<file path="src/rtl/uart_rx.sv">
// uart_rx: 8N1 serial receiver with 2-flop input synchronizer and mid-bit sampling.
// Latency: rx_valid is high the cycle after edge E0+2+HALF_BIT+9*CLKS_PER_BIT (E0 = sync1 capturing start edge).
// Backpressure: none; the consumer must capture rx_byte while rx_valid is high.
//
// Ports:
//   clk, reset (async, active-high)
//   rx_data       serial line, idle high, asynchronous to clk
//   rx_byte       last correctly framed byte, held until the next good frame
//   rx_valid      one-cycle strobe, rx_byte updated in the same cycle
//   rx_busy       high whenever the receiver is not idle
//   frame_error   one-cycle strobe when the stop bit samples 0
//   parity_error  one-cycle strobe on even-parity mismatch (constant 0 unless built with parity)
//
// Build option: define UART_RX_PARITY_EN to expect an even-parity bit after data bit 7.

module uart_rx #(
   parameter int CLKS_PER_BIT = 16,
   parameter int HALF_BIT     = CLKS_PER_BIT / 2
) (
   input  logic       clk,
   input  logic       reset,
   input  logic       rx_data,
   output logic [7:0] rx_byte,
   output logic       rx_valid,
   output logic       rx_busy,
   output logic       frame_error,
   output logic       parity_error
);

   localparam int CW = (CLKS_PER_BIT > 1) ? $clog2(CLKS_PER_BIT) : 1;
   localparam logic [CW-1:0] CNT_LAST = CW'(CLKS_PER_BIT - 1);
   localparam logic [CW-1:0] CNT_HALF = CW'(HALF_BIT - 1);

`ifdef UART_RX_PARITY_EN
   typedef enum logic [2:0] {IDLE, START, DATA, PARITY, STOP, BREAK} state_t;
`else
   typedef enum logic [2:0] {IDLE, START, DATA, STOP, BREAK} state_t;
`endif

   state_t        state, state_nxt;
   logic          sync1, sync2, sync2_d;
   logic [CW-1:0] bit_cnt, bit_cnt_nxt;
   logic [2:0]    idx, idx_nxt;
   logic [7:0]    shift, shift_nxt;
   logic [7:0]    rx_byte_nxt;
   logic          rx_valid_nxt, frame_error_nxt;

   // Synchronizer resets to the idle level so leaving reset never looks like a start edge.
   always_ff @(posedge clk or posedge reset) begin
      if (reset) begin
         sync1   <= 1'b1;
         sync2   <= 1'b1;
         sync2_d <= 1'b1;
      end else begin
         sync1   <= rx_data;
         sync2   <= sync1;
         sync2_d <= sync2;
      end
   end

   always_ff @(posedge clk or posedge reset) begin
      if (reset) begin
         state       <= IDLE;
         bit_cnt     <= '0;
         idx         <= '0;
         shift       <= '0;
         rx_byte     <= '0;
         rx_valid    <= 1'b0;
         frame_error <= 1'b0;
      end else begin
         state       <= state_nxt;
         bit_cnt     <= bit_cnt_nxt;
         idx         <= idx_nxt;
         shift       <= shift_nxt;
         rx_byte     <= rx_byte_nxt;
         rx_valid    <= rx_valid_nxt;
         frame_error <= frame_error_nxt;
      end
   end

`ifdef UART_RX_PARITY_EN
   logic par_bad, par_bad_nxt, parity_error_nxt;

   always_ff @(posedge clk or posedge reset) begin
      if (reset) begin
         par_bad      <= 1'b0;
         parity_error <= 1'b0;
      end else begin
         par_bad      <= par_bad_nxt;
         parity_error <= parity_error_nxt;
      end
   end
`else
   assign parity_error = 1'b0;
`endif

   assign rx_busy = (state != IDLE);

   always_comb begin
      state_nxt       = state;
      bit_cnt_nxt     = bit_cnt;
      idx_nxt         = idx;
      shift_nxt       = shift;
      rx_byte_nxt     = rx_byte;
      rx_valid_nxt    = 1'b0;
      frame_error_nxt = 1'b0;
`ifdef UART_RX_PARITY_EN
      par_bad_nxt      = par_bad;
      parity_error_nxt = 1'b0;
`endif
      case (state)
         IDLE: begin
            if (sync2_d && !sync2) begin
               state_nxt   = START;
               bit_cnt_nxt = '0;
            end
         end
         START: begin
            if (bit_cnt == CNT_HALF) begin
               bit_cnt_nxt = '0;
               idx_nxt     = '0;
               // A start bit that is high again at mid-bit was a glitch.
               state_nxt   = sync2 ? IDLE : DATA;
            end else begin
               bit_cnt_nxt = bit_cnt + CW'(1);
            end
         end
         DATA: begin
            if (bit_cnt == CNT_LAST) begin
               shift_nxt[idx] = sync2;
               bit_cnt_nxt    = '0;
               idx_nxt        = idx + 3'd1;
               if (idx == 3'd7) begin
`ifdef UART_RX_PARITY_EN
                  state_nxt = PARITY;
`else
                  state_nxt = STOP;
`endif
               end
            end else begin
               bit_cnt_nxt = bit_cnt + CW'(1);
            end
         end
`ifdef UART_RX_PARITY_EN
         PARITY: begin
            if (bit_cnt == CNT_LAST) begin
               // Even parity: data bits plus parity bit must XOR to 0.
               par_bad_nxt = (^shift) ^ sync2;
               bit_cnt_nxt = '0;
               state_nxt   = STOP;
            end else begin
               bit_cnt_nxt = bit_cnt + CW'(1);
            end
         end
`endif
         STOP: begin
            if (bit_cnt == CNT_LAST) begin
               bit_cnt_nxt = '0;
               if (sync2) begin
                  // Returning to IDLE mid-stop-bit lets a back-to-back start edge be caught.
                  rx_byte_nxt  = shift;
                  rx_valid_nxt = 1'b1;
`ifdef UART_RX_PARITY_EN
                  parity_error_nxt = par_bad;
`endif
                  state_nxt = IDLE;
               end else begin
                  frame_error_nxt = 1'b1;
                  state_nxt       = BREAK;
               end
            end else begin
               bit_cnt_nxt = bit_cnt + CW'(1);
            end
         end
         BREAK: begin
            // Wait out a held-low line so it cannot start a second frame.
            if (sync2) state_nxt = IDLE;
         end
         default: state_nxt = IDLE;
      endcase
   end

endmodule

</file>
<file path="config.mk">
export PLATFORM = sky130hd
export DESIGN_NAME = uart_rx
export DESIGN_NICKNAME = d
export VERILOG_FILES = /design/src/rtl/uart_rx.sv
export SDC_FILE = /design/constraint.sdc
export NUM_CORES = 1
export LEC_CHECK = 0
export BUFFER_PORTS_ARGS = -buffer_cell sky130_fd_sc_hd__buf_2
export CORE_MARGIN = 3
export CORE_UTILIZATION = 25
export DETAILED_ROUTE_END_ITERATION = 10
export HOLD_SLACK_MARGIN = 0.12
export PLACE_DENSITY = 0.49
export SYNTH_ARGS = -nofsm -noshare
export SYNTH_HDL_FRONTEND = slang
export SYNTH_SLANG_ARGS = --single-unit
export TNS_END_PERCENT = 50
</file>
<file path="constraint.sdc">
create_clock -name clk -period 2.4 [get_ports clk]
set_input_delay 0.72 -clock clk [delete_from_list [all_inputs] [get_ports clk]]
set_output_delay 0.72 -clock clk [all_outputs]
set_load 0.02 [all_outputs]
</file>
After elaboration in Yosys (flattened, before gate mapping)
Index checks and enable logic that the tools add are counted.
{ "word_totals": {"out_inout_bits": 12, "input_bits": 3, "elab_cells": 65, "register_bits": 31} }
{ "op_classes": {"n_reduce_logical": 13, "eq_ne": 13, "addsub": 2, "mux": 25, "n_lt_le_gt_ge": 2} }
{ "ops": {"columns": ["op", "n"], "rows": [
  ["two-way mux 3 bit", 9],
  ["one-hot mux 3 bit (5 select lines)", 1],
  ["two-way mux 4 bit", 3],
  ["inequality test 2 bit (second input constant)", 6],
  ["one-hot mux 4 bit (3 select lines)", 1],
  ["bitwise mux 8 bit", 1],
  ["two-way mux 1 bit", 7],
  ["== test 3 x 2 -> 1 bit (second input constant)", 2],
  ["== test 3 bit (second input constant)", 2],
  ["one-hot mux 3 bit (2 select lines)", 1],
  ["AND reduction 3 bit", 2],
  ["AND reduction 6 bit", 1],
  ["nonzero test 3 bit", 2],
  ["adder 4 x 1 -> 4 bit (second input constant)", 1],
  ["== test 4 x 3 -> 1 bit (second input constant)", 1],
  ["== test 4 bit (second input constant)", 1],
  ["< comparator 3 x 4 -> 1 bit (second input constant)", 1],
  ["AND reduction 2 bit", 2],
  ["adder 3 x 1 -> 3 bit (second input constant)", 1],
  ["demux 1 bit (select 3 bit)", 1],
  ["== test 3 x 1 -> 1 bit (second input constant)", 1],
  ["greater-or-equal comparator 3 x 1 -> 1 bit (second input constant)", 1],
  ["zero test 3 bit", 1],
  ["logical AND 1 bit", 2],
  ["4 further kinds", 4]
]} }

Longest topological paths before layout
Gate-level depths: netlist of the first run.
{ "logic_depth": {"depth_word": 5, "ltp_mapped": 6, "depth_no_buf": 5} }

Worst setup path before layout of the first run
Ideal clock, no wire load.
{ "synth_timing": {"path_type": "register to output", "startpoint": "register state[2]", "endpoint": "output rx_busy", "stages_incl_launch_ff": 3, "slack_ps": 585, "n_path_buf": 1, "arrival_time_ps": 1095, "required_ps": 1680, "cell_sequence": "dfrtp_1 > clkbuf_1 > or3_1"} }
{ "synth_between": {"elab_chain_len": 1} }
{ "synth_lines": {"columns": ["item", "line", "text"], "rows": [
  ["from (decl)", "40", "state_t state, state_nxt;"],
  ["from (signal assigned)", "71", "state <= state_nxt;"],
  ["nonzero test 3 bit", "97", "assign rx_busy = (state != IDLE);"],
  ["to (decl)", "25", "output logic rx_busy,"]
]} }
No other way between the ends.

Worst setup path after layout of the first run
Ends and elaborated chain as after synthesis.

==> results of run 1 <==
-- final cells by class --
class | count | area, um2 | area share (%)
clock buffer | 6 | 82.58 | 4.772
clock inverter | 2 | 35.03 | 2.025
inverter | 7 | 26.28 | 1.518
multi-input combinational | 78 | 644.4 | 37.24
sequential | 31 | 779.5 | 45.05
tap | 72 | 90.09 | 5.206
timing repair buffer | 14 | 72.57 | 4.194
-- report_power, final --
group          switching, mW  internal (mW)
combinational          0.162          0.154
sequential             0.142          0.585
clock                  0.187          0.335
-- final timing paths --
check	start	to	slack, ps	depth (start not counted)
max	state[2]$_DFFE_PP0P_	rx_busy	240	2
min in group asynchronous	reset	rx_byte[4]$_DFFE_PP0P_	510	3
max in group asynchronous	reset	sync1$_DFF_PP1_	1570	3
min reg2reg	sync1$_DFF_PP1_	sync2$_DFF_PP1_	360	0
max reg2reg	bit_cnt[1]$_DFFE_PP0P_	rx_byte[7]$_DFFE_PP0P_	450	4
min	sync1$_DFF_PP1_	sync2$_DFF_PP1_	360	0
-- critical path, stage by stage, from the launching register on --
cell and delay (ps):
dfrtp_1 570, or3_1 430, buf_2 160
-- per-layer routing --
metal	global-route usage, %	vias to the layer above	wire (um)
li1	-	476	-
met1	11.04	489	1289
met2	13.30	21	1294
met3	3.060	5	122
met4	4.386	0	63
met5	0	-	0
-- logic make-up after synthesis --
family,after synthesis
adder cells (fa/ha/maj),3
flip-flops,31
other,1
XOR/XNOR,1
AO/OA/AOI/OAI,14
buffers and inverters,18
AND/OR/NAND/NOR,39
multiplexers,20
-- synthesized netlist by cell type, drive strengths merged (3+ instances only) --
cell type	n	area [um2]
dfstp	3	78.83
inv	7	26.28
nand3	5	25.02
and3	3	18.77
mux2	19	214.0
ha	3	37.54
buf	7	43.79
nor2	4	15.01
clkbuf	4	16.26
dfrtp	28	700.7
nand2	5	18.77
a211oi	3	35.03
nor3	5	25.02
-- registers in the layout, summed over array words and instances (netlist names) --
name and cells:
bit_cnt 4, rx_byte 8, sync2_d 1, sync1 1, frame_error 1, idx 3, shift 8, sync2 1
rx_valid 1, state 3
-- stage by stage --
step / hold slack, ps / setup WS, ps / utilization, %
2_1_floorplan: 345.2 / 584.9 / -
3_3_place_gp: 346.1 / 513.2 / 28.42
3_5_place_dp: 349.0 / 435.7 / 28.42
4_1_cts: 356.8 / 235.7 / 30.49
5_1_grt: 357.5 / 179.8 / 30.49
6_report: 355.3 / 240.6 / 30.49
==> flow_summary.json, run 1 <==
{
  "area_growth_pct": 14.58,
  "ys.flop_type": "dfrtp_1",
  "ys_async_sr_fraction_pct": 100.0,
  "firstDrtPassIters": 4,
  "layout_commonest_cell": "dfrtp_1",
  "grt_first_pass_wirelength_um": 4892,
  "netlist_area_um2": 1510,
  "clkSinkCount": 31,
  "cp_max_fo": 16,
  "synthXorXnorAreaFrac_pct": 0.5800,
  "synthAdderAreaFrac_pct": 2.486,
  "setup_viol": 0,
  "synth-seq-cells": 31,
  "total_power_mw": 1.565,
  "finalHoldViolCount": 0,
  "drc_errors": 0,
  "die_x_um": 83.72,
  "place_area_um2": 1613,
  "nNetsFinal": 143,
  "antenna_found_initial": 0,
  "synth_simple_gate_area_share_pct": 16.49,
  "vdd_ir_drop_max_v": 0.0002837,
  "grt_pass1_vias": 1016,
  "drt_iter0_drc": 27,
  "track_usage_pct": 8.782,
  "fin_area_um2": 1730,
  "max-cap-violations": 0,
  "synth.distinct_cells": 42,
  "clkLatencyLatePin_ps": 280,
  "dp_hpwl_um": 1927,
  "nFillCells": 599,
  "ios": 15,
  "synth-compound-area-share_pct": 8.036,
  "routed_wl_um": 2770,
  "synth_nets": 133,
  "drive_above_1_share_pct": 37.68,
  "power_density_nw_per_um2": 904.6,
  "finClkSkew_ps": 7.246,
  "vias": 991,
  "yosysWarnings": 0,
  "avgSynthCellArea_um2": 11.89,
  "dp_cells": 202,
  "outcome": "completed",
  "synth_top_family_by_area": "simple AND/OR/NAND/NOR gates",
  "max_freq_ghz": 0.4631,
  "tightest_slew_ps": 570.1,
  "place_congestion": 0.7372,
  "fin_crit_sh_pct": 89.97,
  "maxSlewViolCount": 0,
  "fin_crit_ps": 2159,
  "setup_tns_ps": 0,
  "overflow": 0,
  "yosysSeqAreaShare_pct": 51.62,
  "required_ps": 1680,
  "rows": 27,
  "cts_buffers": 5,
  "cts_root_buffer": "clkbuf_8",
  "synth_cells": 127,
  "n_antenna_cell": 0,
  "layout_common_cells": "28 x dfrtp_1, 19 x mux2_2, 13 x buf_2",
  "clk_pin_slew_ps": 60,
  "critPathKind": "flop to primary output",
  "ctsResizeCount": 0,
  "startpoint_type": "flop",
  "arrival_ps": 1440,
  "rsz0062_at_grt": "no",
  "antenna_left": 0,
  "hold_class": "flop to flop",
  "die_h_um": 83.72,
  "die_area_um2": 7009,
  "synth_edf_count": 0,
  "grt_max_degree": 32,
  "cts_setup_buffers": 0,
  "initial_core_util_pct": 26.61,
  "viasPerCell": 4.719,
  "cts-hold-fix-buffers": 0,
  "routedWlPerCell_um": 13.19,
  "clock_path_buffers": 2,
  "fin_cells": 210,
  "cts_tree": "built",
  "io_buffers": 13,
  "endpoint_kind": "primary output",
  "p_leak_nw": 0.8183,
  "core_um2": 5675,
  "synthMuxAreaShare_pct": 14.83,
  "max_slew_margin_pct": 61.46,
  "h-tree-depth": 2
}
(Power assumes the default switching activity.)
==> run 2: changes to the inputs <==
Settings changed: CORE_ASPECT_RATIO from default to 0.5.
==> run 2 against run 1 <==
  * Wire length is 2.3% higher
  * Critical path depth unchanged
  * Clock-buffer cell count is the same
  * Setup slack worse by 33 ps
  * Largest cell class unchanged
  * Largest power group unchanged
==> flow_summary.json, run 2 (synthesis results as in run 1) <==
{
  "clkSinkCount": 31,
  "initial_core_util_pct": 26.69,
  "max-cap-violations": 0,
  "fin_area_um2": 1773,
  "n_antenna_cell": 0,
  "min_path_cells": 0,
  "tightest_slew_ps": 565.5,
  "cp_max_fo": 16,
  "cpPeakStageDelay_ps": 560,
  "r2r_cells": 3,
  "setup_slack_ps": 207.2,
  "crit_start": "state[2]$_DFFE_PP0P_",
  "antenna_left": 0,
  "drive_above_1_share_pct": 38.13,
  "cts_root_buffer": "clkbuf_16",
  "finClkSkew_ps": 4.308,
  "hold_class": "flop to flop",
  "p_leak_nw": 0.8398,
  "firstDrtPassIters": 4,
  "die_h_um": 60.96,
  "place_area_um2": 1629,
  "maxSlewViolCount": 0,
  "io_buffers": 13,
  "endpoint_kind": "primary output",
  "hp-start": "sync1$_DFF_PP1_",
  "die_x_um": 115.9,
  "arrival_ps": 1470,
  "pre_cts_ws_ps": 493.1,
  "cts_buffers": 5,
  "total_power_mw": 1.678,
  "ctsResizeCount": 0,
  "cts_tree": "built",
  "clkLatencyLatePin_ps": 270,
  "power_density_nw_per_um2": 946.6,
  "drc_errors": 0,
  "finalHoldViolCount": 0,
  "setup_tns_ps": 0,
  "max_slew_margin_pct": 61.77,
  "critPathKind": "flop to primary output",
  "max_freq_ghz": 0.4560,
  "place_congestion": 0.7837,
  "reg_top3": "rx_byte x8, shift x8, bit_cnt x4",
  "outcome": "completed",
  "rsz0062_at_grt": "no",
  "setup_viol": 0,
  "overflow": 0,
  "ios": 15,
  "cts-hold-fix-buffers": 0,
  "r2r_end": "shift[4]$_DFFE_PP0P_",
  "hold_end": "sync2$_DFF_PP1_",
  "clk_pin_slew_ps": 50,
  "grt_first_pass_wirelength_um": 4850,
  "layout_commonest_cell": "dfrtp_1",
  "routedWlPerCell_um": 13.36,
  "rows": 19,
  "cp_slowest_cell": "dfrtp_1",
  "grt_pass1_vias": 1002,
  "dp_hpwl_um": 1936,
  "nNetsFinal": 145,
  "whs_ps": 354.1,
  "drt_iter0_drc": 59,
  "crit-reg2reg-launch": "state[2]$_DFFE_PP0P_",
  "startpoint_type": "flop",
  "layout_common_cells": "28 x dfrtp_1, 19 x mux2_2, 13 x buf_2",
  "h-tree-depth": 2,
  "fin_crit_ps": 2193,
  "grt_max_degree": 32,
  "area_growth_pct": 17.40,
  "vdd_ir_drop_max_v": 0.0002929,
  "crit_chain": "or3_1, buf_2",
  "cts_setup_buffers": 0,
  "vias": 979,
  "fin_crit_sh_pct": 91.36,
  "routed_wl_um": 2833,
  "r2r_setup_slack_ps": 500,
  "nFillCells": 573,
  "antenna_found_initial": 0,
  "track_usage_pct": 8.957,
  "die_area_um2": 7066,
  "clock_path_buffers": 2,
  "core_um2": 5658,
  "required_ps": 1680,
  "viasPerCell": 4.618
}
[run 2: cell types whose count changed in the layout (fill, tap and decap cells not counted)]
cell / previous run / this run
clkbuf_8: 6 / 1
clkbuf_16: 0 / 5
buf_4: 1 / 3
bufinv_16: 1 / 0
[run 2: area by class of cell]
cell class	instances	area (um2)	share of cell area [%]
clock buffer	6	138.9	7.833
clock inverter	1	5.005	0.2823
inverter	7	26.28	1.482
multi-input combinational	78	644.4	36.34
sequential	31	779.5	43.97
tap	73	91.34	5.152
timing repair buffer	16	87.58	4.940
[run 2: how the worst max path moves through the flow]
stage | to | cells after the start
2_1_floorplan | rx_busy | 2
3_3_place_gp | rx_busy | 2
3_5_place_dp | rx_byte[7]$_DFFE_PP0P_ | 3
4_1_cts | rx_busy | 2
5_1_grt | rx_busy | 2
6_report | rx_busy | 2
[run 2: worst max-delay path, delay by kind of cell, from the launching register on]
family | cells | cell delay (ps)
simple gates | 1 | 470
flops | 1 | 560
buf+inv | 1 | 170
[run 2: stage by stage]
stage | util, % | std cells
2_1_floorplan | - | 127
3_3_place_gp | 28.79 | 205
3_5_place_dp | 28.79 | 205
4_1_cts | 31.34 | 212
5_1_grt | 31.34 | 212
6_report | 31.34 | 212
[run 2: where the power goes]
part           leakage, nW  switching [mW]  internal (mW)  total [mW]
clock network       0.0727           0.204          0.403       0.607
registers            0.409           0.124          0.586       0.710
logic                0.358           0.189          0.172       0.361
[run 2: per-layer routing]
metal  vias up  part of all wire, %  GRT usage [%]  routed length [um]
met5         -                    0              0                   0
met4         0                 0.49          3.636                  14
met3         2                  3.4          3.088                  97
met2        12                   43          13.41                1221
met1       487                   53          11.99                1500
li1        478                    -              -                   -
==> run 3: changes to the inputs <==
Settings changed: GPL_TIMING_DRIVEN from default to 0, PLACE_DENSITY 0.49 to default.
==> run 3 against run 2 <==
  * Global-route usage grew 0.55 points
  * Clock-buffer cell count up 2
  * Fmax down 2.5%
  * Utilization grew 0.88 points
  * Critical path type unchanged
  * Critical endpoint unchanged
  * Largest power group is now clock
  * Sequential power shrank 11%
  * Via count is 4.6% higher
  * Largest cell class unchanged
  * Critical path depth grew 1
  * First-iteration DRC count grew 5.1%
==> flow_summary.json, run 3 (synthesis results as in run 1) <==
{
  "firstDrtPassIters": 4,
  "finalHoldViolCount": 0,
  "antenna_found_initial": 0,
  "vias": 1024,
  "required_ps": 1680,
  "rows": 19,
  "routedWlPerCell_um": 12.97,
  "cp_max_fo": 10,
  "die_x_um": 115.9,
  "fin_crit_sh_pct": 93.70,
  "nNetsFinal": 153,
  "clk_pin_slew_ps": 50,
  "grt_first_pass_wirelength_um": 4995,
  "die_area_um2": 7066,
  "place_congestion": 0.8308,
  "die_h_um": 60.96,
  "cts_setup_buffers": 0,
  "hold_class": "flop to flop",
  "power_density_nw_per_um2": 955.7,
  "io_buffers": 13,
  "clkLatencyLatePin_ps": 270,
  "grt_pass1_vias": 1025,
  "cts_root_buffer": "clkbuf_16",
  "layout_commonest_cell": "dfrtp_1",
  "track_usage_pct": 9.509,
  "grt_max_degree": 32,
  "cts_tree": "built",
  "nFillCells": 582,
  "max_freq_ghz": 0.4447,
  "dp_hpwl_um": 2044,
  "setup_viol": 0,
  "finClkSkew_ps": 2.487,
  "outcome": "completed",
  "clkSinkCount": 31,
  "drt_iter0_drc": 62,
  "max-cap-violations": 0,
  "vdd_ir_drop_max_v": 0.0004065,
  "reg_top3": "rx_byte x8, shift x8, bit_cnt x4",
  "n_antenna_cell": 0,
  "layout_common_cells": "28 x dfrtp_1, 19 x mux2_2, 18 x buf_2",
  "h-tree-depth": 2,
  "area_growth_pct": 20.71,
  "critPathKind": "flop to primary output",
  "core_um2": 5658,
  "setup_tns_ps": 0,
  "p_leak_nw": 0.8718,
  "clock_path_buffers": 2,
  "cts_buffers": 5,
  "max_slew_margin_pct": 22.61,
  "ios": 15,
  "rsz0062_at_grt": "no",
  "fin_crit_ps": 2249,
  "cts-hold-fix-buffers": 0,
  "maxSlewViolCount": 0,
  "routed_wl_um": 2866,
  "overflow": 0,
  "viasPerCell": 4.633,
  "whs_ps": 354.6,
  "initial_core_util_pct": 26.69,
  "ctsResizeCount": 0,
  "drc_errors": 0,
  "arrival_ps": 1530,
  "endpoint_kind": "primary output",
  "startpoint_type": "flop",
  "tightest_slew_ps": 1160,
  "drive_above_1_share_pct": 39.19,
  "antenna_left": 0
}
==> run 3: metal layers <==
layer	track usage, %	vias up	wire, um
met4	4.463	0	63
met3	3.586	5	151
li1	-	498	-
met5	0	-	0
met1	12.04	494	1360
met2	14.64	27	1290
==> run 3: area by class of cell <==
class	count	area (um2)	share of cell area [%]
Inverter	7	26.28	1.441
Buffer	11	60.06	3.294
Tap cell	73	91.34	5.010
Clock buffer	8	156.4	8.579
Sequential cell	31	779.5	42.76
Timing Repair Buffer	13	65.06	3.569
Multi-Input combinational cell	78	644.4	35.35
==> run 3: power by group <==
part | leakage [nW] | switching, mW | internal, mW
clock network | 0.0772 | 0.208 | 0.440
registers | 0.409 | 0.0431 | 0.587
logic | 0.385 | 0.277 | 0.187
==> run 3: critical path, cell delays in order (launching register included) <==
cell	delay [ps]
dfrtp_1	450
clkbuf_1	230
or3_1	410
buf_2	170
==> run 3: final timing paths <==
check	startpoint	to	slack (ps)	cells past startpoint
worst max-delay path	state[2]$_DFFE_PP0P_	rx_busy	150	3
worst min-delay path	sync1$_DFF_PP1_	sync2$_DFF_PP1_	350	0
worst max register to register	bit_cnt[0]$_DFFE_PP0P_	rx_byte[6]$_DFFE_PP0P_	520	6
worst min register to register	sync1$_DFF_PP1_	sync2$_DFF_PP1_	350	0
max in group asynchronous	reset	shift[0]$_DFFE_PP0P_	960	2
min in group asynchronous	reset	shift[4]$_DFFE_PP0P_	750	2
==> run 3: metrics by stage <==
stage | total power [mW] | worst slack (ps) | instances | utilization (%) | cell area, um2
6_report | 1.742 | 151.2 | 221 | 32.22 | 1823
5_1_grt | 1.841 | 65.55 | 221 | 32.22 | 1823
4_1_cts | 1.757 | 143.8 | 221 | 32.22 | 1823
3_5_place_dp | 1.101 | 448.4 | 213 | 29.46 | 1667
3_3_place_gp | 1.087 | 431.2 | 213 | 29.46 | 1667
2_1_floorplan | 0.9969 | 584.9 | 127 | - | 1510
